File: config.mk
export PLATFORM = sky130hd
export DESIGN_NAME = seg_scan_driver_flat
export DESIGN_NICKNAME = d
export VERILOG_FILES = /design/src/rtl/seg_scan_driver_pkg.sv /design/src/rtl/seg_scan_driver_if.sv /design/src/rtl/seg_scan_driver_glyph_decode.sv /design/src/rtl/seg_scan_driver.sv /design/src/flat_wrapper.sv
export SDC_FILE = /design/constraint.sdc
export NUM_CORES = 1
export LEC_CHECK = 0
export CAP_MARGIN = 5
export CORE_AREA = 2 2 123 125
export CTS_CLUSTER_SIZE = 20
export DETAILED_ROUTE_END_ITERATION = 10
export DIE_AREA = 0 0 125 127
export GPL_TIMING_DRIVEN = 1
export PLACE_DENSITY = 0.66
export SLEW_MARGIN = 20
export SYNTH_ARGS = -nofsm -noshare
export SYNTH_HDL_FRONTEND = slang
export SYNTH_SLANG_ARGS = --single-unit
File: constraint.sdc
create_clock -name clk -period 3.9 [get_ports clk]
set_clock_uncertainty 0.2 [all_clocks]
set_input_delay 0.585 -clock clk [delete_from_list [all_inputs] [get_ports clk]]
set_output_delay 0.585 -clock clk [all_outputs]
set_load 0.02 [all_outputs]
File: src/rtl/seg_scan_driver_pkg.sv
// ----------------------------------------------------------------------------
// seg_pkg
//
// Shared constants for the multiplexed 7-segment scan driver:
//   - SEG_W          : width of one segment pattern {a,b,c,d,e,f,g,dp}
//   - GLYPH_*        : named 4-bit glyph codes used by the mode/song controller
//   - GLYPH_BITMAP   : 16-entry a..g bitmap, one entry per glyph code
//   - blink_phase_t  : visible / dark half of the blink cycle
//   - glyph_pattern(): code + dp -> full 8-bit segment pattern
// ----------------------------------------------------------------------------
package seg_pkg;

    localparam int SEG_W  = 8;
    localparam int CODE_W = 4;

    // Numeric glyphs
    localparam logic [CODE_W-1:0] GLYPH_0 = 4'd0;
    localparam logic [CODE_W-1:0] GLYPH_1 = 4'd1;
    localparam logic [CODE_W-1:0] GLYPH_2 = 4'd2;
    localparam logic [CODE_W-1:0] GLYPH_3 = 4'd3;
    localparam logic [CODE_W-1:0] GLYPH_8 = 4'd8;
    localparam logic [CODE_W-1:0] GLYPH_9 = 4'd9;

    // Letter glyphs reused by the mode/song controller for status words
    localparam logic [CODE_W-1:0] GLYPH_R = 4'd4;
    localparam logic [CODE_W-1:0] GLYPH_S = 4'd5;
    localparam logic [CODE_W-1:0] GLYPH_H = 4'd6;
    localparam logic [CODE_W-1:0] GLYPH_L = 4'd7;
    localparam logic [CODE_W-1:0] GLYPH_A = 4'd10;
    localparam logic [CODE_W-1:0] GLYPH_B = 4'd11;
    localparam logic [CODE_W-1:0] GLYPH_C = 4'd12;
    localparam logic [CODE_W-1:0] GLYPH_D = 4'd13;
    localparam logic [CODE_W-1:0] GLYPH_E = 4'd14;
    localparam logic [CODE_W-1:0] GLYPH_F = 4'd15;

    // Segment bitmaps, a..g with a in the MSB. Listed from code 15 down to
    // code 0 so that GLYPH_BITMAP[code] picks the entry for that code.
    localparam logic [15:0][6:0] GLYPH_BITMAP = {
        7'b1000111,   // F
        7'b1001111,   // E
        7'b0111101,   // d
        7'b1001110,   // C
        7'b0011111,   // b
        7'b1110111,   // A
        7'b1110011,   // 9
        7'b1111111,   // 8
        7'b0001110,   // L
        7'b0110111,   // H
        7'b1011011,   // S
        7'b0000101,   // r
        7'b1111001,   // 3
        7'b1101101,   // 2
        7'b0110000,   // 1
        7'b1111110    // 0
    };

    typedef enum logic {
        BLINK_ON  = 1'b0,
        BLINK_OFF = 1'b1
    } blink_phase_t;

    // Every 4-bit code has a bitmap, so no fallback path is needed here;
    // hiding a digit is the job of the blank/blink masks upstream.
    function automatic logic [SEG_W-1:0] glyph_pattern(
        input logic [CODE_W-1:0] code,
        input logic              dp
    );
        return {GLYPH_BITMAP[code], dp};
    endfunction

endpackage

File: src/rtl/seg_scan_driver_if.sv
// ----------------------------------------------------------------------------
// seg_scan_if
//
// Bundle between the mode/song controller (master) and the scan driver
// (slave).
//   codes_in   : 4 bits per digit, digit k in [4k+3:4k]
//   blank_in   : per-digit force-dark mask
//   blink_in   : per-digit dark-during-blink-off mask
//   dp_in      : per-digit decimal point
//   load       : one-cycle strobe capturing all *_in into staging
//   seg_out    : {a,b,c,d,e,f,g,dp}, active-high
//   dig_sel    : one-hot digit enable, active-high
//   frame_done : one-cycle pulse at the end of the last digit slot
// ----------------------------------------------------------------------------
interface seg_scan_if
    import seg_pkg::*;
#(
    parameter int NUM_DIGITS = 8
);

    logic [CODE_W*NUM_DIGITS-1:0] codes_in;
    logic [NUM_DIGITS-1:0]        blank_in;
    logic [NUM_DIGITS-1:0]        blink_in;
    logic [NUM_DIGITS-1:0]        dp_in;
    logic                         load;
    logic [SEG_W-1:0]             seg_out;
    logic [NUM_DIGITS-1:0]        dig_sel;
    logic                         frame_done;

    modport master (
        output codes_in,
        output blank_in,
        output blink_in,
        output dp_in,
        output load,
        input  seg_out,
        input  dig_sel,
        input  frame_done
    );

    modport slave (
        input  codes_in,
        input  blank_in,
        input  blink_in,
        input  dp_in,
        input  load,
        output seg_out,
        output dig_sel,
        output frame_done
    );

endinterface

File: src/rtl/seg_scan_driver_glyph_decode.sv
// ----------------------------------------------------------------------------
// seg_glyph_decode
//
// Purely combinational glyph decoder shared by all digits: the scan driver
// muxes the active entry of the digit being shown and feeds it through here.
//   code    : 4-bit glyph code
//   dp      : decimal point for this digit
//   pattern : {a,b,c,d,e,f,g,dp}, active-high
// ----------------------------------------------------------------------------
module seg_glyph_decode
    import seg_pkg::*;
(
    input  logic [CODE_W-1:0] code,
    input  logic              dp,
    output logic [SEG_W-1:0]  pattern
);

    assign pattern = glyph_pattern(code, dp);

endmodule

File: src/rtl/seg_scan_driver.sv
// ----------------------------------------------------------------------------
// seg_scan_driver
//
// Drives an N-digit multiplexed 7-segment bank. Each digit owns a slot of
// SCAN_DIV cycles; the first DEAD_CYCLES of every slot keep all digits off so
// the previous digit's pattern cannot ghost onto the next one. New display
// data is double buffered: load captures into staging, and staging is only
// committed to the active set at a frame boundary, so a frame never shows a
// mix of old and new data.
//
// Ports
//   clk : system clock
//   rst : synchronous, active-high reset
//   bus : seg_scan_if.slave (inputs codes/blank/blink/dp/load,
//         outputs seg_out/dig_sel/frame_done)
// ----------------------------------------------------------------------------
module seg_scan_driver
    import seg_pkg::*;
#(
    parameter int NUM_DIGITS   = 8,
    parameter int SCAN_DIV     = 100000,
    parameter int DEAD_CYCLES  = 200,
    parameter int BLINK_FRAMES = 64
)(
    input  logic      clk,
    input  logic      rst,
    seg_scan_if.slave bus
);

    localparam int SLOT_W  = (SCAN_DIV > 1)     ? $clog2(SCAN_DIV)     : 1;
    localparam int IDX_W   = (NUM_DIGITS > 1)   ? $clog2(NUM_DIGITS)   : 1;
    localparam int FRAME_W = (BLINK_FRAMES > 1) ? $clog2(BLINK_FRAMES) : 1;
    localparam int CODES_W = CODE_W * NUM_DIGITS;

    localparam logic [SLOT_W-1:0]  SLOT_LAST  = SLOT_W'(SCAN_DIV - 1);
    localparam logic [SLOT_W-1:0]  DEAD_LIMIT = SLOT_W'(DEAD_CYCLES);
    localparam logic [IDX_W-1:0]   IDX_LAST   = IDX_W'(NUM_DIGITS - 1);
    localparam logic [FRAME_W-1:0] FRAME_LAST = FRAME_W'(BLINK_FRAMES - 1);

    // Scan position
    logic [SLOT_W-1:0]  slot_cnt;
    logic [IDX_W-1:0]   dig_idx;
    logic [FRAME_W-1:0] frame_cnt;
    blink_phase_t       blink_phase;

    // Double-buffered display data
    logic [CODES_W-1:0]    stage_codes;
    logic [NUM_DIGITS-1:0] stage_blank;
    logic [NUM_DIGITS-1:0] stage_blink;
    logic [NUM_DIGITS-1:0] stage_dp;
    logic                  pending;

    logic [CODES_W-1:0]    act_codes;
    logic [NUM_DIGITS-1:0] act_blank;
    logic [NUM_DIGITS-1:0] act_blink;
    logic [NUM_DIGITS-1:0] act_dp;

    // Registered outputs
    logic [SEG_W-1:0]      seg_out_r;
    logic [NUM_DIGITS-1:0] dig_sel_r;
    logic                  frame_done_r;

    // Combinational helpers
    logic                  slot_last;
    logic                  frame_end;
    logic                  in_dead;
    logic [CODE_W-1:0]     cur_code;
    logic                  cur_dp;
    logic                  cur_dark;
    logic [SEG_W-1:0]      cur_pattern;
    logic [NUM_DIGITS-1:0] cur_onehot;

    assign slot_last = (slot_cnt == SLOT_LAST);
    assign frame_end = slot_last && (dig_idx == IDX_LAST);
    assign in_dead   = (slot_cnt < DEAD_LIMIT);

    // Active entry of the digit currently being scanned
    assign cur_code   = act_codes[{dig_idx, 2'b00} +: CODE_W];
    assign cur_dp     = act_dp[dig_idx];
    assign cur_onehot = NUM_DIGITS'(1) << dig_idx;

    // A blanked or blinked-off digit keeps its select line so the scan duty
    // cycle stays uniform; only the segments go dark.
    assign cur_dark = act_blank[dig_idx] ||
                      (act_blink[dig_idx] && (blink_phase == BLINK_OFF));

    seg_glyph_decode u_decode (
        .code    (cur_code),
        .dp      (cur_dp),
        .pattern (cur_pattern)
    );

    // Slot counter and digit index: the slot counter runs 0..SCAN_DIV-1 and
    // each wrap advances the digit index, itself wrapping at NUM_DIGITS.
    always_ff @(posedge clk) begin
        if (rst) begin
            slot_cnt <= '0;
            dig_idx  <= '0;
        end else if (slot_last) begin
            slot_cnt <= '0;
            if (dig_idx == IDX_LAST) begin
                dig_idx <= '0;
            end else begin
                dig_idx <= dig_idx + 1'b1;
            end
        end else begin
            slot_cnt <= slot_cnt + 1'b1;
        end
    end

    // Blink timing: count whole frames and flip the blink phase every
    // BLINK_FRAMES frames. Because the flip lands on the frame-end edge, a
    // phase always covers complete frames.
    always_ff @(posedge clk) begin
        if (rst) begin
            frame_cnt   <= '0;
            blink_phase <= BLINK_ON;
        end else if (frame_end) begin
            if (frame_cnt == FRAME_LAST) begin
                frame_cnt   <= '0;
                blink_phase <= (blink_phase == BLINK_ON) ? BLINK_OFF : BLINK_ON;
            end else begin
                frame_cnt <= frame_cnt + 1'b1;
            end
        end
    end

    // Staging and commit. A load lands in staging and marks it pending; the
    // frame-end edge moves staging into the active set. A load on the
    // frame-end cycle itself is forwarded straight into the active set, since
    // staging would otherwise only update on that same edge and the data
    // would miss the next frame. Reset clears both sets to "all blank".
    always_ff @(posedge clk) begin
        if (rst) begin
            stage_codes <= '0;
            stage_blank <= '1;
            stage_blink <= '0;
            stage_dp    <= '0;
            pending     <= 1'b0;
            act_codes   <= '0;
            act_blank   <= '1;
            act_blink   <= '0;
            act_dp      <= '0;
        end else begin
            if (bus.load) begin
                stage_codes <= bus.codes_in;
                stage_blank <= bus.blank_in;
                stage_blink <= bus.blink_in;
                stage_dp    <= bus.dp_in;
            end

            if (frame_end) begin
                pending <= 1'b0;
                if (bus.load) begin
                    act_codes <= bus.codes_in;
                    act_blank <= bus.blank_in;
                    act_blink <= bus.blink_in;
                    act_dp    <= bus.dp_in;
                end else if (pending) begin
                    act_codes <= stage_codes;
                    act_blank <= stage_blank;
                    act_blink <= stage_blink;
                    act_dp    <= stage_dp;
                end
            end else if (bus.load) begin
                pending <= 1'b1;
            end
        end
    end

    // Output registers, one cycle behind the scan counters. During the dead
    // window both the digit enables and the segments are forced off.
    always_ff @(posedge clk) begin
        if (rst) begin
            seg_out_r    <= '0;
            dig_sel_r    <= '0;
            frame_done_r <= 1'b0;
        end else begin
            frame_done_r <= frame_end;
            if (in_dead) begin
                dig_sel_r <= '0;
                seg_out_r <= '0;
            end else begin
                dig_sel_r <= cur_onehot;
                seg_out_r <= cur_dark ? '0 : cur_pattern;
            end
        end
    end

    assign bus.seg_out    = seg_out_r;
    assign bus.dig_sel    = dig_sel_r;
    assign bus.frame_done = frame_done_r;

endmodule

File: src/flat_wrapper.sv
// flat-port wrapper written by rule: the top's interface ports become plain ports
module seg_scan_driver_flat import seg_pkg::*;
#(
    parameter int NUM_DIGITS   = 8,
    parameter int SCAN_DIV     = 100000,
    parameter int DEAD_CYCLES  = 200,
    parameter int BLINK_FRAMES = 64
)
  (clk, rst, bus_codes_in, bus_blank_in, bus_blink_in, bus_dp_in, bus_load, bus_seg_out, bus_dig_sel, bus_frame_done);
  seg_scan_if #(.NUM_DIGITS(NUM_DIGITS)) bus_i ();
  input  logic clk;
  input  logic rst;
  input wire logic [$bits(bus_i.codes_in)-1:0] bus_codes_in;
  input wire logic [$bits(bus_i.blank_in)-1:0] bus_blank_in;
  input wire logic [$bits(bus_i.blink_in)-1:0] bus_blink_in;
  input wire logic [$bits(bus_i.dp_in)-1:0] bus_dp_in;
  input wire logic [$bits(bus_i.load)-1:0] bus_load;
  output wire logic [$bits(bus_i.seg_out)-1:0] bus_seg_out;
  output wire logic [$bits(bus_i.dig_sel)-1:0] bus_dig_sel;
  output wire logic [$bits(bus_i.frame_done)-1:0] bus_frame_done;
  assign bus_i.codes_in = bus_codes_in;
  assign bus_i.blank_in = bus_blank_in;
  assign bus_i.blink_in = bus_blink_in;
  assign bus_i.dp_in = bus_dp_in;
  assign bus_i.load = bus_load;
  assign bus_seg_out = bus_i.seg_out;
  assign bus_dig_sel = bus_i.dig_sel;
  assign bus_frame_done = bus_i.frame_done;
  seg_scan_driver #(.NUM_DIGITS(NUM_DIGITS), .SCAN_DIV(SCAN_DIV), .DEAD_CYCLES(DEAD_CYCLES), .BLINK_FRAMES(BLINK_FRAMES)) u_core (.clk(clk), .rst(rst), .bus(bus_i));
endmodule
==> reports/metrics.csv, run 1 <==
stage;metric;value;unit
outcome;status;finished clean;
cts;cts hold-fix bufs;0;
floorplan;die width;125;um
yosys;largest family of logic cells by synthesized area;multiplexers;
yosys;Mean Syn Cell Area;10.63;um2
cts;Clock Sink Count;157;
cts;Root Buffer;clkbuf_16;
critical_path;FF-to-FF End;u_core.bus.seg_out[7]$_SDFF_PP0_;
yosys;xor/xnor share of the synthesized area;2.141;%
yosys;largest area contributor in the netlist;dfxtp_1;
route;starting DRC count in detailed routing;310;
critical_path;crit path from;u_core.dig_idx[1]$_SDFFE_PP0P_;
run;maxcap violations;0;
critical_path;crit path DAT;3.15;ns
cts;Clock Latency Late Sink;0.42;ns
sta;Setup Viol. Count Final;0;
yosys;area of the mapped netlist;6545;um2
yosys;post-synthesis cell count;616;
critical_path;Critical-path top delay cell;dfxtp_1;
global_routing;first-pass GRT wire length;22.83;mm
power_and_ir_drop;Leak;3.069;nW
sta;Final Hold Viols;0;
critical_path;Critical Path End Type;flip-flop;
cts;post-CTS resize count;0;
yosys;synth warn;0;
yosys;Post-synth ARST share;0;%
hold_path;Hold EP;u_core.stage_blank[2]$_SDFFE_PP1P_;
cells_and_area;Nets;750;
route;drt pass-1 iters;4;
cells_and_area;commonest non-fill, non-tap cell in the layout;dfxtp_1;
sta;Relative slew margins;32.70;%
cells_and_area;Final Cell Area;7975;um2
sta;maximum operating frequency;332.2;MHz
yosys;Post-synth EDFFs;0;
hold_path;worst hold path type;reg2reg;
cts;total CTS buffers;17;
critical_path;CP delay by family, top;multiplexers;
critical_path;Worst Path Required;4.04;ns
place;DP HPWL;9.198;mm
route;Via Count;4585;
sta;Setup TNS;0;ns
critical_path;R2R depth;5;
critical_path;WS Path Type;reg2reg;
yosys;Net Count, Synth;689;
yosys;Synth Area in Compound Gates;13.08;%
critical_path;Worst path max stage delay;0.88;ns
route;DRC;0;
sta;fin crit share;77.18;%
cts;Clock Tree Buf Depth;2;
yosys;Post-Synth Adder-Cell Area;2.676;%
cells_and_area;share of cells above drive strength 1;15.97;%
power_and_ir_drop;pwr/cell area;452.9;nW/um2
hold_path;hold path cells;2;
sta;minimum clock period;3.010;ns
route;final WL;13.61;mm
hold_path;Hold Crit Start;u_core.stage_blank[2]$_SDFFE_PP1P_;
power_and_ir_drop;Max IR drop VDD;295.9;uV
cts;CTS tree;built;
yosys;post-synthesis simple-gate area fraction;14.85;%
floorplan;Initial Util;45.38;%
cells_and_area;ANT cells;0;
critical_path;reg-to-reg setup timing slack;0.89;ns
floorplan;die area;15880;um2
yosys;ranking of synthesized cells by area;dfxtp_1 (48%), mux2i_1 (9.9%), a211oi_2 (9.2%);
yosys;post-synth top area share;48.02;%
route;routed len/inst;15.58;um
floorplan;number of I/O pins;76;
cells_and_area;Non-Filler Instances;873;
floorplan;CORE AREA;14420;um2
route;Routed Antenna Nets;0;
cts;Post-CTS Setup Bufs;0;
global_routing;antenna violations before repair;0;
cts;Clock transition at path regs;0.06;ns
critical_path;Reg-to-Reg Start;u_core.dig_idx[1]$_SDFFE_PP0P_;
critical_path;CP bufs+invs;0;
place;PortBufs;75;
global_routing;via count of the first global-routing pass;4634;
sta;fin. max-slew vios;0;
critical_path;crit-path max FO;18;
place;cell area after placement;7338;um2
critical_path;crit path cell chain;mux4_2 > mux2i_1 > nand2_1 > a21o_1 > a21oi_1;
critical_path;CP Launch Type;flip-flop;
global_routing;GR Util All Layers;17.93;%
route;post-DR vias/cell;5.252;
sta;Worst Tran Pin Value;0.9815;ns
cts;H-tree Lvls;4;
global_routing;GRT Residual Overflow;0;
place;dpl cells;842;
global_routing;pin count of the biggest net entering global routing;97;
yosys;mux share of post-synthesis cell area;14.93;%
sta;RSZ-0062 raised after global routing;false;
cells_and_area;commonest non-fill, non-tap cells in the layout;dfxtp_1 (157), nor2_1 (127), clkdlybuf4s50_1 (73), mux2i_1 (65), a211oi_2 (48);
floorplan;Rows;44;
place;Routability Congestion;0.7537;
cells_and_area;Fill cells;1293;
yosys;post-synthesis sequential area ratio;48.02;%
cells_and_area;P&R area growth vs syn;21.85;%
yosys;Primary FF master, synth;dfxtp_1;
yosys;count of cell types in the netlist;44;
floorplan;Die Y;127;um
yosys;Yosys reg bits;157;
per-stage QoR:
step | worst slack (ns) | total power, mW | hold WS [ns] | util (%)
2_1_floorplan | 0.9873 | 1.790 | 0.2353 | -
3_3_place_gp | 1.038 | 1.874 | 0.2537 | 50.88
3_5_place_dp | 0.9227 | 1.879 | 0.2671 | 50.88
4_1_cts | 0.9004 | 3.651 | 0.2836 | 55.29
5_1_grt | 0.6738 | 3.731 | 0.3100 | 55.29
6_report | 0.8901 | 3.612 | 0.2752 | 55.29
cell type report:
| class | instances | area [um2] | area share (%) |
|---|---|---|---|
| multi-input cells | 409 | 3120 | 39.13 |
| well taps | 184 | 230.2 | 2.887 |
| flip-flops and latches | 157 | 3143 | 39.41 |
| repair buffers | 81 | 803.3 | 10.07 |
| clock buffers | 19 | 452.9 | 5.679 |
| clock inverters | 12 | 183.9 | 2.306 |
| inverters | 11 | 41.29 | 0.5177 |
worst max-delay path by stage:
stage | cells after the start | slack [ns] | endpoint
floorplan | 10 | 0.99 | u_core.bus.seg_out[5]$_SDFF_PP0_
global route | 8 | 0.67 | u_core.bus.seg_out[5]$_SDFF_PP0_
detailed placement | 8 | 0.92 | u_core.bus.seg_out[5]$_SDFF_PP0_
finish | 5 | 0.89 | u_core.bus.seg_out[7]$_SDFF_PP0_
CTS | 8 | 0.90 | u_core.bus.seg_out[5]$_SDFF_PP0_
global placement | 8 | 1.04 | u_core.bus.seg_out[5]$_SDFF_PP0_
flip-flops by register name, indices dropped and copies added (netlist names):
signal	cells
u_core.act_codes	32
u_core.stage_codes	32
u_core.slot_cnt	17
u_core.act_blank	8
u_core.act_blink	8
u_core.act_dp	8
u_core.bus.dig_sel	8
u_core.bus.seg_out	8
u_core.stage_blank	8
u_core.stage_blink	8
u_core.stage_dp	8
u_core.frame_cnt	6
u_core.dig_idx	3
u_core.blink_phase	1
u_core.bus.frame_done	1
u_core.pending	1
cell families after synthesis:
| group | Yosys count |
|---|---|
| and+or+nand+nor | 215 |
| DFF | 157 |
| AOI/OAI and AO/OA | 84 |
| muxes | 80 |
| buffers and inverters | 50 |
| xor gates and xnor gates | 16 |
| adders and majority gates | 14 |
layer usage:
metal	GRT usage, %	vias to the layer above	share of wire [%]
met4	6.340	0	1.7
met3	4.941	17	3.9
li1	-	2290	-
met5	0	-	0
met1	21.76	2182	45
met2	30.75	96	49
where the power goes:
group	internal, mW	leakage, nW	switching, mW
combinational	0.0898	1.49	0.0991
clock	1.11	0.306	0.662
sequential	1.64	1.28	0.0113
total	2.84	3.07	0.773
synth_stat cells, drive strengths merged, types with 2 or more instances:
master    n
and4      4
or4       3
nor3      7
mux4     14
dfxtp   157
xnor2     5
a22oi     2
and2      9
a21oi    12
o21ai     2
buf      20
nand4     8
ha       14
and3      4
o31ai     2
nand2    34
inv      10
o211ai    8
xor2     11
nor4      3
nor2b     3
a311oi    4
a211oi   49
nor2    127
clkbuf   19
o311ai    2
nand3     9
mux2i    65
worst reg2reg max path: cells and delay by family (launching register included):
family | cells | cell delay, ns
flops | 1 | 0.88
mux | 2 | 1.22
simple gates | 1 | 0.27
compound gates | 2 | 0.37
Power figures use the tool's default switching activity.
==> run 2: changes to the inputs <==
clock period = 2.8 ns   (was 3.9 ns; I/O delays follow)
==> run 2 against run 1 <==
Sequential power rose by 39%. Non-clock buffer count rose by 12. Final cell count rose by 1.3%. Die area did not move. Maximum frequency rose by 16%. Combinational power rose by 40%. Hold slack got worse by 0.0041 ns. Critical endpoint is now u_core.act_blink[4]$_SDFFE_PP0P_.
==> reports/metrics.csv, run 2 (same netlist as run 1, synthesis figures left out) <==
stage;metric;value;unit;change
critical_path;R2R depth;6;;+1
cts;total CTS buffers;17;;unchanged
critical_path;CP Launch Type;flip-flop;;
hold_path;Hold EP;u_core.act_blank[6]$_SDFFE_PP1P_;;
cells_and_area;Layout Utilization;55.72;%;+0.42 points
cts;Clock Tree Buf Depth;2;;unchanged
sta;Relative slew margins;38.99;%;+6.3 points
critical_path;Worst Path Required;2.93;ns;-1.11 ns
place;PortBufs;75;;unchanged
critical_path;crit path from;u_core.slot_cnt[11]$_SDFF_PP0_;;
route;post-DR vias/cell;5.188;;-1.2%
critical_path;WS Path Type;reg2reg;;
cells_and_area;Top Registers;u_core.act_codes (32), u_core.stage_codes (32), u_core.slot_cnt (17);;
cells_and_area;P&R area growth vs syn;22.79;%;
floorplan;CORE AREA;14420;um2;unchanged
hold_path;worst hold path type;reg2reg;;
cells_and_area;commonest non-fill, non-tap cell in the layout;dfxtp_1;;
route;routed len/inst;14.49;um;-7.0%
place;dpl ws;0.1532;ns;-0.7696 ns
critical_path;reg-to-reg setup timing slack;0.21;ns;-0.68 ns
critical_path;Critical Path End Type;flip-flop;;
sta;Setup TNS;0;ns;unchanged
critical_path;crit-path max FO;32;;+14
cells_and_area;ANT cells;0;;unchanged
global_routing;antenna violations before repair;0;;unchanged
sta;fin. max-slew vios;0;;unchanged
floorplan;Die Y;127;um;unchanged
cells_and_area;commonest non-fill, non-tap cells in the layout;dfxtp_1 (156), nor2_1 (127), clkdlybuf4s50_1 (73), mux2i_1 (64), a211oi_2 (48);;
cells_and_area;Fill cells;1259;;-2.6%
route;Via Count;4586;;+0.022%
cells_and_area;Non-Filler Instances;884;;+1.3%
sta;maximum operating frequency;386.1;MHz;+16%
route;Routed Antenna Nets;0;;unchanged
sta;Final Worst Setup Slack;0.2102;ns;-0.6800 ns
cts;Clock transition at path regs;0.06;ns;about the same
power_and_ir_drop;pwr/cell area;600.5;nW/um2;+33%
route;DRC;0;;unchanged
sta;Final Hold Viols;0;;unchanged
global_routing;first-pass GRT wire length;21.49;mm;-5.9%
power_and_ir_drop;Max IR drop VDD;476.7;uV;+61%
power_and_ir_drop;Leak;3.111;nW;+1.4%
cells_and_area;Nets;762;;+1.6%
global_routing;via count of the first global-routing pass;4481;;-3.3%
cts;Clock Sink Count;157;;unchanged
floorplan;Rows;44;;unchanged
cts;Post-CTS Setup Bufs;0;;unchanged
cts;Clock Latency Late Sink;0.42;ns;about the same
hold_path;Hold Crit Start;u_core.act_blank[6]$_SDFFE_PP1P_;;
route;starting DRC count in detailed routing;259;;-16%
route;final WL;12.81;mm;-5.9%
place;Routability Congestion;0.8174;;+8.5%
place;DP HPWL;8.966;mm;-2.5%
sta;final hold slack;0.2711;ns;-0.004118 ns
floorplan;die width;125;um;unchanged
critical_path;crit path DAT;2.72;ns;-0.43 ns
cts;CTS tree;built;;
sta;RSZ-0062 raised after global routing;false;;
cts;post-CTS resize count;0;;unchanged
cts;cts hold-fix bufs;0;;unchanged
sta;Worst Tran Pin Value;0.9151;ns;-0.06637 ns
outcome;status;finished clean;;
critical_path;FF-to-FF End;u_core.act_blink[4]$_SDFFE_PP0P_;;
cts;Root Buffer;clkbuf_16;;
run;maxcap violations;0;;unchanged
route;drt pass-1 iters;4;;unchanged
sta;Setup Viol. Count Final;0;;unchanged
floorplan;die area;15880;um2;unchanged
sta;fin crit share;92.49;%;+15 points
floorplan;number of I/O pins;76;;unchanged
global_routing;pin count of the biggest net entering global routing;65;;-33%
cts;H-tree Lvls;4;;unchanged
critical_path;Reg-to-Reg Start;u_core.slot_cnt[11]$_SDFF_PP0_;;
place;dpl cells;854;;+1.4%
hold_path;hold path cells;2;;unchanged
global_routing;GR Util All Layers;16.85;%;-1.1 points
global_routing;GRT Residual Overflow;0;;unchanged
floorplan;Initial Util;45.38;%;unchanged
sta;minimum clock period;2.590;ns;-0.4200 ns
cells_and_area;share of cells above drive strength 1;17.43;%;+1.5 points
[run 2: worst max-delay path: stages (launching register included)]
cell	delay, ns
dfxtp_1	0.36
nor4_2	0.39
or3b_4	0.44
nor4_4	0.36
buf_4	0.42
nor2_1	0.09
a211oi_2	0.22
[run 2: layout make-up]
class | count | area [um2] | area share (%)
inverter | 11 | 41.29 | 0.5138
tap | 184 | 230.2 | 2.865
sequential | 157 | 3144 | 39.13
clock inverter | 12 | 148.9 | 1.853
clock buffer | 18 | 429.2 | 5.340
multi-input combinational | 409 | 3124 | 38.88
timing repair buffer | 93 | 918.4 | 11.43
[run 2: how the worst max path moves through the flow]
stage | slack, ns | end
2_1_floorplan | 0.13 | u_core.bus.seg_out[5]$_SDFF_PP0_
4_1_cts | 0.12 | u_core.act_blink[4]$_SDFFE_PP0P_
3_3_place_gp | 0.29 | u_core.act_blink[2]$_SDFFE_PP0P_
6_report | 0.21 | u_core.act_blink[4]$_SDFFE_PP0P_
3_5_place_dp | 0.15 | u_core.act_dp[1]$_SDFFE_PP0P_
5_1_grt | 0.008 | u_core.act_dp[0]$_SDFFE_PP0P_
[run 2: power breakdown]
part	total (mW)	switching, mW	internal, mW
registers	2.30	0.0155	2.29
logic	0.264	0.136	0.128
clock network	2.26	0.876	1.38
total	4.83	1.03	3.80
[run 2: stage by stage]
step | power (mW) | area, um2
2_1_floorplan | 2.493 | 6550
6_report | 4.826 | 8036
3_3_place_gp | 2.611 | 7457
5_1_grt | 5.013 | 8036
3_5_place_dp | 2.617 | 7457
4_1_cts | 4.889 | 8035
[run 2: per-layer routing]
metal / vias up / global-route usage [%] / wire [um]
met5: - / 0 / 0
met1: 2168 / 21.57 / 6083
li1: 2316 / - / -
met4: 0 / 7.451 / 344
met3: 21 / 4.564 / 536
met2: 81 / 26.92 / 5844
